`src/rtl/multicycle_control_unit.sv`:
```
// multicycle_control_unit: FETCH/DECODE/EXEC/MEM/WB sequencer that gates fetch,
// latches and decodes the fetched instruction, drives the datapath strobes and
// records the pc_src redirect that fetch consumes on the next FETCH cycle.
module multicycle_control_unit #(
    parameter logic [2:0] RESET_STATE = 3'd0
) (
    input  logic        clock,
    input  logic        reset,
    input  logic [31:0] instruction,
    input  logic        z,
    output logic        fetch_en,
    output logic [1:0]  pc_src,
    output logic [31:0] ir,
    output logic        reg_write,
    output logic        mem_read,
    output logic        mem_write,
    output logic [2:0]  alu_op,
    output logic        alu_src,
    output logic [1:0]  wb_src,
    output logic        push,
    output logic        pop,
    output logic        illegal,
    output logic [2:0]  state
);

    typedef enum logic [2:0] {
        S_FETCH  = 3'd0,
        S_DECODE = 3'd1,
        S_EXEC   = 3'd2,
        S_MEM    = 3'd3,
        S_WB     = 3'd4
    } state_t;

    // Instruction classes that share one state sequence; K_NOP covers illegal encodings.
    typedef enum logic [2:0] {
        K_NOP = 3'd0,
        K_ALU = 3'd1,
        K_LW  = 3'd2,
        K_SW  = 3'd3,
        K_BEQ = 3'd4,
        K_J   = 3'd5,
        K_JAL = 3'd6
    } kind_t;

    typedef struct packed {
        kind_t      kind;
        logic [2:0] alu_op;
        logic       alu_src;
        logic       stop;
    } dec_t;

    localparam logic [2:0] ALU_AND = 3'b000;
    localparam logic [2:0] ALU_ADD = 3'b001;
    localparam logic [2:0] ALU_SUB = 3'b010;
    localparam logic [2:0] ALU_SLL = 3'b011;
    localparam logic [2:0] ALU_SRL = 3'b100;

    localparam logic [1:0] PC_SEQ  = 2'b00;
    localparam logic [1:0] PC_JUMP = 2'b10;
    localparam logic [1:0] PC_RET  = 2'b11;

    localparam logic [1:0] WB_ALU  = 2'b00;
    localparam logic [1:0] WB_MEM  = 2'b01;

    // Decode only the fields that steer control: func, type and stop.
    function automatic dec_t decode_instr(input logic [4:0] func,
                                          input logic [1:0] typ,
                                          input logic       stop);
        dec_t d;
        d = '{kind: K_NOP, alu_op: ALU_AND, alu_src: 1'b0, stop: 1'b0};
        case (typ)
            2'b00: begin // R-type
                case (func)
                    5'd0:    begin d.kind = K_ALU; d.alu_op = ALU_AND; end
                    5'd1:    begin d.kind = K_ALU; d.alu_op = ALU_ADD; end
                    5'd2:    begin d.kind = K_ALU; d.alu_op = ALU_SUB; end
                    default: d.kind = K_NOP;
                endcase
            end
            2'b01: begin // I-type
                case (func)
                    5'd0:    begin d.kind = K_ALU; d.alu_op = ALU_AND; d.alu_src = 1'b1; end
                    5'd1:    begin d.kind = K_ALU; d.alu_op = ALU_ADD; d.alu_src = 1'b1; end
                    5'd2:    begin d.kind = K_LW;  d.alu_op = ALU_ADD; d.alu_src = 1'b1; end
                    5'd3:    begin d.kind = K_SW;  d.alu_op = ALU_ADD; d.alu_src = 1'b1; end
                    5'd4:    begin d.kind = K_BEQ; d.alu_op = ALU_SUB; end
                    default: d.kind = K_NOP;
                endcase
            end
            2'b10: begin // J-type
                case (func)
                    5'd0:    d.kind = K_J;
                    5'd1:    d.kind = K_JAL;
                    default: d.kind = K_NOP;
                endcase
            end
            default: begin // S-type: shift-by-sa uses the immediate path, *V forms use rs2
                case (func)
                    5'd0:    begin d.kind = K_ALU; d.alu_op = ALU_SLL; d.alu_src = 1'b1; end
                    5'd1:    begin d.kind = K_ALU; d.alu_op = ALU_SRL; d.alu_src = 1'b1; end
                    5'd2:    begin d.kind = K_ALU; d.alu_op = ALU_SLL; end
                    5'd3:    begin d.kind = K_ALU; d.alu_op = ALU_SRL; end
                    default: d.kind = K_NOP;
                endcase
            end
        endcase
        // stop only has meaning for instructions that end in a sequential PC
        if (d.kind inside {K_ALU, K_LW, K_SW}) begin
            d.stop = stop;
        end
        return d;
    endfunction

    state_t     r_state;
    state_t     w_next_state;
    logic [1:0] r_pc_src;
    logic [1:0] w_pc_src_next;
    logic [31:0] r_ir;
    logic       r_illegal;
    dec_t       w_dec_live;
    dec_t       w_dec_ir;
    dec_t       w_dec;

    // DECODE sees the instruction the cycle it arrives; later states use the latched copy.
    assign w_dec_live = decode_instr(instruction[31:27], instruction[2:1], instruction[0]);
    assign w_dec_ir   = decode_instr(r_ir[31:27], r_ir[2:1], r_ir[0]);
    assign w_dec      = (r_state == S_DECODE) ? w_dec_live : w_dec_ir;

    // State register; reset takes effect immediately so no strobe outlives it.
    always_ff @(posedge clock or posedge reset) begin
        if (reset) begin
            r_state <= state_t'(RESET_STATE);
        end else begin
            // NOTE: clocked state uses non-blocking assignments so every register samples pre-edge values.
            r_state <= w_next_state;
        end
    end

    // Redirect register: written when an instruction retires, cleared as FETCH is left.
    always_ff @(posedge clock or posedge reset) begin
        if (reset) begin
            r_pc_src <= PC_SEQ;
        end else begin
            r_pc_src <= w_pc_src_next;
        end
    end

    // Instruction latch and sticky illegal flag, both updated at the end of DECODE.
    always_ff @(posedge clock or posedge reset) begin
        if (reset) begin
            r_ir      <= '0;
            r_illegal <= 1'b0;
        end else if (r_state == S_DECODE) begin
            r_ir <= instruction;
            if (w_dec_live.kind == K_NOP) begin
                r_illegal <= 1'b1;
            end
        end
    end

    // Next-state, redirect and Moore strobe decode from state and decoded instruction.
    always_comb begin
        // NOTE: every combinational output gets a default first so no path can infer a latch.
        w_next_state  = S_FETCH;
        w_pc_src_next = r_pc_src;
        reg_write     = 1'b0;
        mem_read      = 1'b0;
        mem_write     = 1'b0;
        alu_op        = ALU_AND;
        alu_src       = 1'b0;
        wb_src        = WB_ALU;
        push          = 1'b0;
        pop           = 1'b0;
        case (r_state)
            S_FETCH: begin
                w_next_state  = S_DECODE;
                w_pc_src_next = PC_SEQ;
            end
            S_DECODE: begin
                case (w_dec.kind)
                    K_NOP: begin
                        w_next_state  = S_FETCH;
                        w_pc_src_next = PC_SEQ;
                    end
                    K_J: begin
                        w_next_state  = S_FETCH;
                        w_pc_src_next = PC_JUMP;
                    end
                    K_JAL: begin
                        w_next_state  = S_FETCH;
                        w_pc_src_next = PC_JUMP;
                        push          = 1'b1;
                    end
                    default: w_next_state = S_EXEC;
                endcase
            end
            S_EXEC: begin
                alu_op  = w_dec.alu_op;
                alu_src = w_dec.alu_src;
                case (w_dec.kind)
                    K_BEQ: begin
                        w_next_state  = S_FETCH;
                        w_pc_src_next = z ? PC_JUMP : PC_SEQ;
                    end
                    K_LW, K_SW: w_next_state = S_MEM;
                    K_ALU:      w_next_state = S_WB;
                    default:    w_next_state = S_FETCH;
                endcase
            end
            S_MEM: begin
                case (w_dec.kind)
                    K_LW: begin
                        mem_read     = 1'b1;
                        w_next_state = S_WB;
                    end
                    K_SW: begin
                        mem_write     = 1'b1;
                        w_next_state  = S_FETCH;
                        w_pc_src_next = w_dec.stop ? PC_RET : PC_SEQ;
                        pop           = w_dec.stop;
                    end
                    default: w_next_state = S_FETCH;
                endcase
            end
            S_WB: begin
                reg_write     = 1'b1;
                wb_src        = (w_dec.kind == K_LW) ? WB_MEM : WB_ALU;
                w_next_state  = S_FETCH;
                w_pc_src_next = w_dec.stop ? PC_RET : PC_SEQ;
                pop           = w_dec.stop;
            end
            default: w_next_state = S_FETCH;
        endcase
    end

    assign fetch_en = (r_state == S_FETCH);
    assign pc_src   = r_pc_src;
    assign ir       = r_ir;
    assign illegal  = r_illegal;
    assign state    = r_state;

endmodule
```
`config.mk`:
```
export PLATFORM = sky130hd
export DESIGN_NAME = multicycle_control_unit
export DESIGN_NICKNAME = d
export VERILOG_FILES = /design/src/rtl/multicycle_control_unit.sv
export SDC_FILE = /design/constraint.sdc
export NUM_CORES = 1
export LEC_CHECK = 0
export ABC_CLOCK_PERIOD_IN_PS = 6300
export BUFFER_PORTS_ARGS = -buffer_cell sky130_fd_sc_hd__clkbuf_2
export CAP_MARGIN = 20
export CORE_UTILIZATION = 35
export CTS_BUF_LIST = sky130_fd_sc_hd__clkbuf_8
export DETAILED_ROUTE_END_ITERATION = 8
export SKIP_CTS_REPAIR_TIMING = 1
export SLEW_MARGIN = 20
export SYNTH_ARGS = -nofsm -noshare
export SYNTH_HDL_FRONTEND = slang
export SYNTH_SLANG_ARGS = --single-unit
```
`constraint.sdc`:
```
create_clock -name clock -period 6.3 [get_ports clock]
set_clock_uncertainty 0.15 [all_clocks]
set_input_delay 1.89 -clock clock [delete_from_list [all_inputs] [get_ports clock]]
set_output_delay 1.89 -clock clock [all_outputs]
set_load 0.05 [all_outputs]
```
==> Flow_metrics.wiki, run 1 <==
{| class="wikitable"
! Metric !! Value
|-
| Result of the run || finished clean
|-
| Number of instances on the worst hold path || 2
|-
| Sequential element share of the synthesized area || 0.459
|-
| Fraction of layout cells with a size suffix above 1 || 0.338
|-
| Final setup viols || 0
|-
| Setup slack, reg-to-reg || 3400 ps
|-
| Endpoint, Worst Hold || ir[5]
|-
| Final worst path period need || 5790 ps
|-
| DRC violations left || 0
|-
| Switching Fraction || 0.562
|-
| Number of nets in the synthesized netlist || 277
|-
| Area growth from synthesis to layout || 27.8%
|-
| Worst slew margin || 0.646
|-
| Via count of the routed design || 1,888
|-
| Die width || 78.9 µm
|-
| Fraction of synthesis flops using an asynchronous set or reset pin || 1.00
|-
| Worst hold path startpoint || ir[5]
|-
| Number of buffers on the longest clock path || 2
|-
| TritonCTS clock tree || yes
|-
| Global-route wire length before repair || 8670 µm
|-
| Worst Hold Class || reg -> reg
|-
| Setup repair after global routing missed its margin || no
|-
| Detailed router's first-iteration violation count || 131
|-
| Critical Path RT || 4260 ps
|-
| Power density over the cells || 624 mW/mm²
|-
| Number of maximum-capacitance violations || 0
|-
| Depth of the worst register-to-register path || 6
|-
| Worst Setup Slack post-DPL || 509 ps
|-
| DIE HEIGHT || 78.9 µm
|-
| Peak supply drop || 0.261 mV
|-
| Post-synth top flop || sky130_fd_sc_hd__dfrtp_1
|-
| Sum of negative setup slack || 0 ps
|-
| Distinct cell type count after synthesis || 47
|-
| Combined area of the multi-input logic cells || 0.00104 mm²
|-
| Starting density of the core || 0.369
|-
| Synth area leaders || sky130_fd_sc_hd__dfrtp_1 (46%), sky130_fd_sc_hd__nand2_1 (18%), sky130_fd_sc_hd__a2111oi_4 (2.7%)
|-
| Vias in the first global route || 1,761
|-
| Vias per cell || 4.82
|-
| Netlist area before placement || 0.00207 mm²
|-
| Cts bufs inserted || 5
|-
| Count of yosys warnings during synthesis || 0
|-
| Library cell occupying the most area in the post-synthesis netlist || sky130_fd_sc_hd__dfrtp_1
|-
| Portion of total power attributed to the clock network || 0.129
|-
| Setup ws final || 510 ps
|-
| Final hold viol count || 0
|-
| Leakage Power || 0.00138 µW
|-
| Filler cell count in the final layout || 592
|-
| Clk pin slew, worst setup/hold paths || 70 ps
|-
| Area taken by flip-flops and latches || 951 µm²
|-
| Maximum number of pins on one net before global-route repair || 42
|-
| Count of non-filler cells in the finished layout || 392
|-
| Post-route clock period utilization || 0.919
|-
| Total track usage || 0.180
|-
| Number of synthesized register bits || 38
|-
| Internal power contribution || 723 µW
|-
| Aggregate routed wire length || 5100 µm
|-
| Count of standard-cell rows || 27
|-
| Count of H-tree levels built during CTS || 2
|-
| Count of TritonRoute iterations in the first routing pass || 4
|-
| CP Data Arrival Time || 3750 ps
|-
| Core area || 0.00561 mm²
|-
| Count of flip-flops with a built-in enable after synthesis || 0
|-
| Average detailed-routed wire length per instance || 13.0 µm
|-
| Sequential fraction of design power || 0.289
|-
| Total congestion overflow || 0
|-
| Layout Nets || 355
|-
| Final max-slew violation count || 0
|-
| Switching power of the nets || 927 µW
|-
| Antenna cells || 0
|-
| Maximum achievable frequency || 0.173 GHz
|-
| Post-synth top area share || 0.459
|-
| Combinational share of power || 0.583
|-
| Final RePlAce weighted congestion || 0.806
|-
| Most common cell after layout, fill and taps aside || sky130_fd_sc_hd__nand2_1
|-
| Io pins || 85
|-
| Input/output buffers || 83
|-
| Kind of capture point of the worst setup path || output pin
|-
| Sum of net half-perimeters after detailed placement || 3590 µm
|-
| Kind of start point of the critical path || input port
|-
| Number of antenna violations at the first check in global routing || 0
|-
| Post-Place Cells || 385
|-
| ANT nets after route || 0
|-
| Number of instances in the synthesized netlist || 242
|-
| Maximum fanout count along the critical path || 7
|-
| Buffer cell driving the clock tree root || sky130_fd_sc_hd__clkbuf_8
|-
| Die Area || 0.00622 mm²
|-
| Capture point of the worst reg-to-reg path || pc_src[1]
|-
| Worst reg2reg path startpoint || state[1]
|-
| Sinks on the clock net || 38
|-
| Worst Tran Pin Value || 531 ps
|-
| Commonest non-fill, non-tap cells in the layout || sky130_fd_sc_hd__nand2_1 (99), sky130_fd_sc_hd__clkbuf_2 (83), sky130_fd_sc_hd__dfrtp_1 (38)
|-
| Syn_area_per_cell || 8.55 µm²
|-
| Source-to-sink clock delay at the later pin of the worst-skew pair || 290 ps
|-
| Setup Crit Path Kind || in -> out
|}
-- logic make-up (layout without fill, tap and decap cells) --
kind of cell	count (synthesis)	count (layout)	share of synthesized area
and+or+nand+nor	150	150	0.344
adders and majority gates	2	2	0.0103
muxes	3	3	0.0187
DFF	38	38	0.459
AOI/OAI and AO/OA	29	29	0.123
buffers and inverters	19	97	0.0423
other	1	1	0.00181
-- power groups by stage --
stage | clock (µW) | combinational (µW) | sequential [µW]
2_1_floorplan | 0 | 421 | 815
3_3_place_gp | 0 | 959 | 478
3_5_place_dp | 0 | 972 | 479
4_1_cts | 219 | 973 | 476
5_1_grt | 231 | 1050 | 498
6_report | 212 | 962 | 476
-- worst max path at each step --
stage                                from  end  slack [ps]  depth (start not counted)
after floorplan           instruction[31]  pop         210                          5
after global placement    instruction[31]  pop         530                          7
after detailed placement  instruction[31]  pop         510                          7
after CTS                 instruction[31]  pop         510                          7
after global routing      instruction[31]  pop         390                          7
final                     instruction[31]  pop         510                          7
-- worst max-delay path, cell delays in order --
cell	delay [ps]
sky130_fd_sc_hd__clkbuf_2	110
sky130_fd_sc_hd__or3_1	430
sky130_fd_sc_hd__a2111oi_4	410
sky130_fd_sc_hd__a31oi_2	150
sky130_fd_sc_hd__nor4b_4	330
sky130_fd_sc_hd__o21a_1	160
sky130_fd_sc_hd__clkbuf_2	270
-- synthesized netlist by cell type, types with 4 or more instances --
| cell | number |
|---|---|
| sky130_fd_sc_hd__a21oi_1 | 6 |
| sky130_fd_sc_hd__buf_2 | 4 |
| sky130_fd_sc_hd__clkbuf_1 | 8 |
| sky130_fd_sc_hd__dfrtp_1 | 38 |
| sky130_fd_sc_hd__inv_1 | 5 |
| sky130_fd_sc_hd__nand2_1 | 99 |
| sky130_fd_sc_hd__nand3_1 | 5 |
| sky130_fd_sc_hd__nor2_1 | 9 |
| sky130_fd_sc_hd__nor3_1 | 7 |
| sky130_fd_sc_hd__o21ai_0 | 5 |
| sky130_fd_sc_hd__or3_1 | 5 |
-- routing by layer --
metal,track usage,vias up,wire (µm)
li1,-,961,-
met1,0.240,860,2310
met2,0.294,62,2450
met3,0.0402,5,280
met4,0.0491,0,60
met5,0,-,0
-- stage by stage --
step                hold WS, ps   util  area (µm²)  total power [µW]
CTS                         330  0.472        2650              1670
floorplan                   595      -        2080              1240
finish                      325  0.472        2650              1650
global route                359  0.472        2650              1780
detailed placement          312  0.452        2530              1450
global placement            308  0.452        2530              1440
-- sequential cells by signal (all words and copies together) (netlist names) --
signal,count
ir,32
state,3
illegal,1
pc_src,2
-- area by class of cell --
cell class,count,area share
inverters,5,0.00710
repair buffers,85,0.163
well taps,72,0.0341
multi-input cells,185,0.394
clock inverters,1,0.0114
clock buffers,6,0.0312
flip-flops and latches,38,0.360
No activity file was read; power rests on OpenSTA's default activity.
==> run 2, diff against run 1 <==
--- a/config.mk
+++ b/config.mk
@@ -5,14 +5,16 @@
 export SDC_FILE = /design/constraint.sdc
 export NUM_CORES = 1
 export LEC_CHECK = 0
-export ABC_CLOCK_PERIOD_IN_PS = 6300
+export ABC_CLOCK_PERIOD_IN_PS = 5650
 export BUFFER_PORTS_ARGS = -buffer_cell sky130_fd_sc_hd__clkbuf_2
 export CAP_MARGIN = 20
 export CORE_UTILIZATION = 35
 export CTS_BUF_LIST = sky130_fd_sc_hd__clkbuf_8
 export DETAILED_ROUTE_END_ITERATION = 8
+export RECOVER_POWER = 25
 export SKIP_CTS_REPAIR_TIMING = 1
 export SLEW_MARGIN = 20
 export SYNTH_ARGS = -nofsm -noshare
 export SYNTH_HDL_FRONTEND = slang
 export SYNTH_SLANG_ARGS = --single-unit
+export TNS_END_PERCENT = 100
==> constraint.sdc (replaced) <==
create_clock -name clock -period 5.65 [get_ports clock]
set_clock_uncertainty 0.15 [all_clocks]
set_input_delay 1.695 -clock clock [delete_from_list [all_inputs] [get_ports clock]]
set_output_delay 1.695 -clock clock [all_outputs]
set_load 0.05 [all_outputs]
==> Flow_metrics.wiki, run 2 (same netlist as run 1, synthesis figures left out) <==
{| class="wikitable"
! Metric !! Value
|-
| Final hold viol count || 0 (unchanged)
|-
| Switching Fraction || 0.566 (+0.00442)
|-
| Source-to-sink clock delay at the later pin of the worst-skew pair || 290 ps (about the same)
|-
| Worst Hold Class || reg -> reg
|-
| Die Area || 0.00622 mm² (unchanged)
|-
| CP Data Arrival Time || 3590 ps (-160 ps)
|-
| Number of antenna violations at the first check in global routing || 0 (unchanged)
|-
| Core area || 0.00561 mm² (unchanged)
|-
| Final worst hold slack || 325 ps (+0.158 ps)
|-
| Area growth from synthesis to layout || 27.1%
|-
| Number of flip-flops under the largest register name || 32 (unchanged)
|-
| Count of standard-cell rows || 27 (unchanged)
|-
| Total track usage || 0.185 (+0.00484)
|-
| Number of buffers on the longest clock path || 2 (unchanged)
|-
| DRC violations left || 0 (unchanged)
|-
| Vias in the first global route || 1,889 (+7.3%)
|-
| Portion of total power attributed to the clock network || 0.122 (-0.007)
|-
| Count of TritonRoute iterations in the first routing pass || 4 (unchanged)
|-
| Die width || 78.9 µm (unchanged)
|-
| Cts bufs inserted || 5 (unchanged)
|-
| Detailed router's first-iteration violation count || 111 (-15%)
|-
| Most common cell after layout, fill and taps aside || sky130_fd_sc_hd__nand2_1
|-
| Total congestion overflow || 0 (unchanged)
|-
| Clk pin slew, worst setup/hold paths || 70 ps (about the same)
|-
| Io pins || 85 (unchanged)
|-
| Result of the run || finished clean
|-
| Layout Nets || 355 (unchanged)
|-
| Worst Tran Pin Value || 531 ps (-0.203 ps)
|-
| Critical Path RT || 3810 ps (-450 ps)
|-
| Fraction of layout cells with a size suffix above 1 || 0.315 (-0.0229)
|-
| Leakage Power || 0.00137 µW (-1.2%)
|-
| Setup repair after global routing missed its margin || no
|-
| Input/output buffers || 83 (unchanged)
|-
| Worst slew margin || 0.646 (about the same)
|-
| TritonCTS clock tree || yes
|-
| Setup slack, reg-to-reg || 2750 ps (-650 ps)
|-
| Power density over the cells || 695 mW/mm² (+11%)
|-
| Aggregate routed wire length || 5200 µm (+2.0%)
|-
| Setup Crit Path Kind || in -> out
|-
| Final max-slew violation count || 0 (unchanged)
|-
| Post-route clock period utilization || 0.961
|-
| Kind of capture point of the worst setup path || output pin
|-
| Final RePlAce weighted congestion || 0.770 (-4.4%)
|-
| Worst Setup Slack post-DPL || 271 ps (-238 ps)
|-
| Buffer cell driving the clock tree root || sky130_fd_sc_hd__clkbuf_8
|-
| Filler cell count in the final layout || 613 (+3.5%)
|-
| Sinks on the clock net || 38 (unchanged)
|-
| Sum of negative setup slack || 0 ps (unchanged)
|-
| Count of H-tree levels built during CTS || 2 (unchanged)
|-
| Maximum fanout count along the critical path || 7 (unchanged)
|-
| ANT nets after route || 0 (unchanged)
|-
| Combinational share of power || 0.586 (+0.003)
|-
| Maximum achievable frequency || 0.184 GHz
|-
| Number of maximum-capacitance violations || 0 (unchanged)
|-
| Final worst path period need || 5430 ps
|-
| Sequential fraction of design power || 0.292 (+0.003)
|-
| Setup ws final || 220 ps (-290 ps)
|-
| Kind of start point of the critical path || input port
|-
| Maximum number of pins on one net before global-route repair || 42 (unchanged)
|-
| Vias per cell || 4.90 (+1.7%)
|-
| Peak supply drop || 0.303 mV (+16%)
|-
| Final setup viols || 0 (unchanged)
|-
| Starting density of the core || 0.369 (unchanged)
|-
| Switching power of the nets || 1040 µW (+12%)
|-
| Average detailed-routed wire length per instance || 13.2 µm (+1.8%)
|-
| Global-route wire length before repair || 8940 µm (+3.2%)
|-
| Commonest non-fill, non-tap cells in the layout || sky130_fd_sc_hd__nand2_1 (99), sky130_fd_sc_hd__clkbuf_2 (76), sky130_fd_sc_hd__dfrtp_1 (38)
|-
| Sum of net half-perimeters after detailed placement || 3630 µm (+1.1%)
|-
| Via count of the routed design || 1,925 (+2.0%)
|-
| Internal power contribution || 793 µW (+9.7%)
|-
| Antenna cells || 0 (unchanged)
|-
| DIE HEIGHT || 78.9 µm (unchanged)
|}
## run 2: changes by cell type in the layout (fill, tap and decap cells not counted)
cell                       before  now
sky130_fd_sc_hd__clkbuf_8       6    5
sky130_fd_sc_hd__clkbuf_1       0    7
sky130_fd_sc_hd__o21a_1         1    0
sky130_fd_sc_hd__o21a_2         0    1
sky130_fd_sc_hd__inv_1          5    7
sky130_fd_sc_hd__clkbuf_2      83   76
## run 2: area by class of cell
type | count | area [µm²] | area share
Clock buffer | 5 | 68.8 | 0.0262
Clock inverter | 3 | 37.5 | 0.0143
Inverter | 5 | 18.8 | 0.00713
Multi-Input combinational cell | 185 | 1040 | 0.397
Sequential cell | 38 | 951 | 0.361
Tap cell | 72 | 90.1 | 0.0342
Timing Repair Buffer | 85 | 422 | 0.160
## run 2: path summary, 6_finish.rpt
kind                                  from        end  cells after the start
min in group asynchronous            reset     ir[15]                      3
max                        instruction[31]        pop                      7
max in group asynchronous            reset      ir[0]                      3
min reg2reg                          ir[6]      ir[6]                      2
min                                  ir[6]      ir[6]                      2
max reg2reg                       state[1]  pc_src[1]                      6
## run 2: power by group through the flow
stage	clock network, µW	logic [µW]	registers [µW]
floorplan	0	470	909
global placement	0	1070	536
detailed placement	0	1090	536
CTS	231	1080	534
global route	242	1160	558
finish	223	1070	534
## run 2: per-stage QoR
stage	cell area [µm²]	util	std cells	power, µW
2_1_floorplan	2080	-	242	1380
4_1_cts	2640	0.471	393	1850
3_3_place_gp	2530	0.452	385	1610
5_1_grt	2630	0.469	393	1960
6_report	2630	0.469	393	1830
3_5_place_dp	2530	0.452	385	1620
## run 2: worst max-delay path: stages
cell	delay, ps
sky130_fd_sc_hd__clkbuf_1	120
sky130_fd_sc_hd__or3_1	450
sky130_fd_sc_hd__a2111oi_4	430
sky130_fd_sc_hd__a31oi_2	160
sky130_fd_sc_hd__nor4b_4	310
sky130_fd_sc_hd__o21a_2	160
sky130_fd_sc_hd__clkbuf_2	270
## run 2: metal layers
metal,up-vias,track usage,wire length [µm],part of all wire
met5,-,0,0,0
met4,0,0.0655,67,0.013
met3,5,0.0402,238,0.046
met2,56,0.318,2530,0.49
met1,907,0.227,2360,0.45
li1,957,-,-,-
==> run 3, diff against run 2 <==
--- a/config.mk
+++ b/config.mk
@@ -5,7 +5,7 @@
 export SDC_FILE = /design/constraint.sdc
 export NUM_CORES = 1
 export LEC_CHECK = 0
-export ABC_CLOCK_PERIOD_IN_PS = 5650
+export ABC_CLOCK_PERIOD_IN_PS = 5830
 export BUFFER_PORTS_ARGS = -buffer_cell sky130_fd_sc_hd__clkbuf_2
 export CAP_MARGIN = 20
 export CORE_UTILIZATION = 35
==> constraint.sdc (replaced) <==
create_clock -name clock -period 5.83 [get_ports clock]
set_clock_uncertainty 0.15 [all_clocks]
set_input_delay 1.749 -clock clock [delete_from_list [all_inputs] [get_ports clock]]
set_output_delay 1.749 -clock clock [all_outputs]
set_load 0.05 [all_outputs]
==> Flow_metrics.wiki, run 3 (same netlist as run 1, synthesis figures left out) <==
{| class="wikitable"
! Metric !! Value
|-
| Layout Nets || 355 (unchanged)
|-
| Clk pin slew, worst setup/hold paths || 70 ps (about the same)
|-
| Number of maximum-capacitance violations || 0 (unchanged)
|-
| Sequential fraction of design power || 0.290 (-0.002)
|-
| Final RePlAce weighted congestion || 0.806 (+4.7%)
|-
| Most common cell after layout, fill and taps aside || sky130_fd_sc_hd__nand2_1
|-
| Global-route wire length before repair || 8590 µm (-3.9%)
|-
| Vias per cell || 4.80 (-1.9%)
|-
| Vias in the first global route || 1,765 (-6.6%)
|-
| Commonest non-fill, non-tap cells in the layout || sky130_fd_sc_hd__nand2_1 (99), sky130_fd_sc_hd__clkbuf_2 (77), sky130_fd_sc_hd__dfrtp_1 (38)
|-
| Buffer cell driving the clock tree root || sky130_fd_sc_hd__clkbuf_8
|-
| Average detailed-routed wire length per instance || 13.1 µm (-1.3%)
|-
| Ordered cell list for the critical path || clkbuf_1 > maj3_2 > a2111oi_4 > a31oi_2 > nor4b_4 > o21a_1 > clkbuf_2
|-
| Count of TritonRoute iterations in the first routing pass || 4 (unchanged)
|-
| Final setup viols || 0 (unchanged)
|-
| Maximum fanout count along the critical path || 9 (+2)
|-
| Setup Crit Path Kind || in -> out
|-
| Number of instances on the worst hold path || 2 (unchanged)
|-
| Crit path buffers/inverters || 2 (unchanged)
|-
| Area growth from synthesis to layout || 27.4%
|-
| Die width || 78.9 µm (unchanged)
|-
| Count of H-tree levels built during CTS || 2 (unchanged)
|-
| Cts bufs inserted || 5 (unchanged)
|-
| Post-route clock period utilization || 0.949
|-
| Total track usage || 0.178 (-0.00652)
|-
| Post-Place Cells || 385 (unchanged)
|-
| Depth of the worst register-to-register path || 6 (unchanged)
|-
| Portion of total power attributed to the clock network || 0.128 (+0.006)
|-
| Internal power contribution || 781 µW (-1.6%)
|-
| Setup repair after global routing missed its margin || no
|-
| Setup slack, reg-to-reg || 2970 ps (+220 ps)
|-
| Power density over the cells || 675 mW/mm² (-2.9%)
|-
| Core area || 0.00561 mm² (unchanged)
|-
| Io pins || 85 (unchanged)
|-
| Switching power of the nets || 999 µW (-3.6%)
|-
| CP Data Arrival Time || 3630 ps (+40 ps)
|-
| Combinational share of power || 0.582 (-0.004)
|-
| Leakage Power || 0.00137 µW (-0.11%)
|-
| Source-to-sink clock delay at the later pin of the worst-skew pair || 280 ps (about the same)
|-
| DIE HEIGHT || 78.9 µm (unchanged)
|-
| Starting density of the core || 0.369 (unchanged)
|-
| DRC violations left || 0 (unchanged)
|-
| Final hold viol count || 0 (unchanged)
|-
| Fraction of layout cells with a size suffix above 1 || 0.319 (+0.00411)
|-
| Number of antenna violations at the first check in global routing || 0 (unchanged)
|-
| Final max-slew violation count || 0 (unchanged)
|-
| Capture point of the worst reg-to-reg path || pc_src[1]
|-
| Gate family responsible for the most delay along the worst path || compound AO/OA/AOI/OAI gates
|-
| Kind of start point of the critical path || input port
|-
| Aggregate routed wire length || 5120 µm (-1.5%)
|-
| Worst hold path startpoint || ir[26]
|-
| Sum of net half-perimeters after detailed placement || 3630 µm (about the same)
|-
| Total congestion overflow || 0 (unchanged)
|-
| Longest individual stage delay on the worst path || 420 ps (-30 ps)
|-
| Worst reg2reg path startpoint || state[1]
|-
| Via count of the routed design || 1,883 (-2.2%)
|-
| Die Area || 0.00622 mm² (unchanged)
|-
| Final worst path period need || 5530 ps
|-
| Number of buffers on the longest clock path || 2 (unchanged)
|-
| Worst Hold Class || reg -> reg
|-
| Result of the run || finished clean
|-
| Switching Fraction || 0.561 (-0.00506)
|-
| Maximum number of pins on one net before global-route repair || 42 (unchanged)
|-
| Worst slew margin || 0.641 (-0.00557)
|-
| Peak supply drop || 0.280 mV (-7.4%)
|-
| Number of flip-flops under the largest register name || 32 (unchanged)
|-
| Count of non-filler cells in the finished layout || 392 (-0.25%)
|-
| Input/output buffers || 83 (unchanged)
|-
| Endpoint, Worst Hold || ir[26]
|-
| Kind of capture point of the worst setup path || output pin
|-
| Sinks on the clock net || 38 (unchanged)
|-
| ANT nets after route || 0 (unchanged)
|-
| Worst Tran Pin Value || 539 ps (+8.35 ps)
|-
| Final worst hold slack || 325 ps (+0.336 ps)
|-
| Maximum achievable frequency || 0.181 GHz
|-
| Standard cell with the maximum stage delay on the critical path || sky130_fd_sc_hd__a2111oi_4
|-
| Sum of negative setup slack || 0 ps (unchanged)
|-
| TritonCTS clock tree || yes
|-
| Detailed router's first-iteration violation count || 111 (unchanged)
|-
| Pwr Total || 1780 µW (-2.7%)
|-
| Antenna cells || 0 (unchanged)
|-
| Critical Path RT || 3930 ps (+120 ps)
|-
| Count of standard-cell rows || 27 (unchanged)
|}
==> run 3: changes by cell type in the layout (fill, tap and decap cells not counted) <==
| cell | delta |
|---|---|
| sky130_fd_sc_hd__o21a_1 | +1 |
| sky130_fd_sc_hd__inv_1 | -2 |
| sky130_fd_sc_hd__clkbuf_2 | +1 |
| sky130_fd_sc_hd__clkbuf_1 | -1 |
| sky130_fd_sc_hd__o21a_2 | -1 |
| sky130_fd_sc_hd__clkbuf_8 | +1 |
==> run 3: layout make-up <==
class | instances | area (µm²)
inverters | 5 | 18.8
flip-flops and latches | 38 | 951
clock buffers | 6 | 82.6
multi-input cells | 185 | 1040
well taps | 72 | 90.1
clock inverters | 1 | 30.0
repair buffers | 85 | 423
fillers | 609 | 2970
==> run 3: metal layers <==
metal	track usage	vias up	wire length (µm)
met5	0	-	0
met4	0.0491	0	42
met3	0.0402	4	242
met2	0.294	54	2490
met1	0.235	865	2350
li1	-	960	-
==> run 3: power groups by stage <==
| stage | Combinational, µW | Clock [µW] | Sequential, µW |
|---|---|---|---|
| 3_3_place_gp | 1040 | 0 | 516 |
| 4_1_cts | 1050 | 235 | 515 |
| 5_1_grt | 1130 | 249 | 539 |
| 3_5_place_dp | 1050 | 0 | 518 |
| 6_report | 1040 | 228 | 516 |
| 2_1_floorplan | 455 | 0 | 881 |
==> run 3: through the flow <==
step                      setup WS, ps  cell area (µm²)   util
after floorplan                   25.3             2080      -
after global placement             338             2530  0.452
after detailed placement           322             2530  0.452
after CTS                          315             2650  0.472
after global routing               153             2640  0.470
final                              296             2640  0.470
==> run 3: worst register-to-register path, delay by kind of cell (launching register included) <==
kind	cells	cell delay, ps
flip-flops	1	520
AO/OA/AOI/OAI	2	670
AND/OR/NAND/NOR	3	1090
multiplexers	1	330
==> run 3: worst max-delay path by stage <==
stage / slack, ps / from / cells past startpoint / to
2_1_floorplan: 30 / instruction[31] / 5 / pop
4_1_cts: 310 / instruction[31] / 7 / pop
3_5_place_dp: 320 / instruction[31] / 7 / pop
5_1_grt: 150 / instruction[2] / 7 / pop
3_3_place_gp: 340 / instruction[31] / 7 / pop
6_report: 300 / instruction[2] / 7 / pop
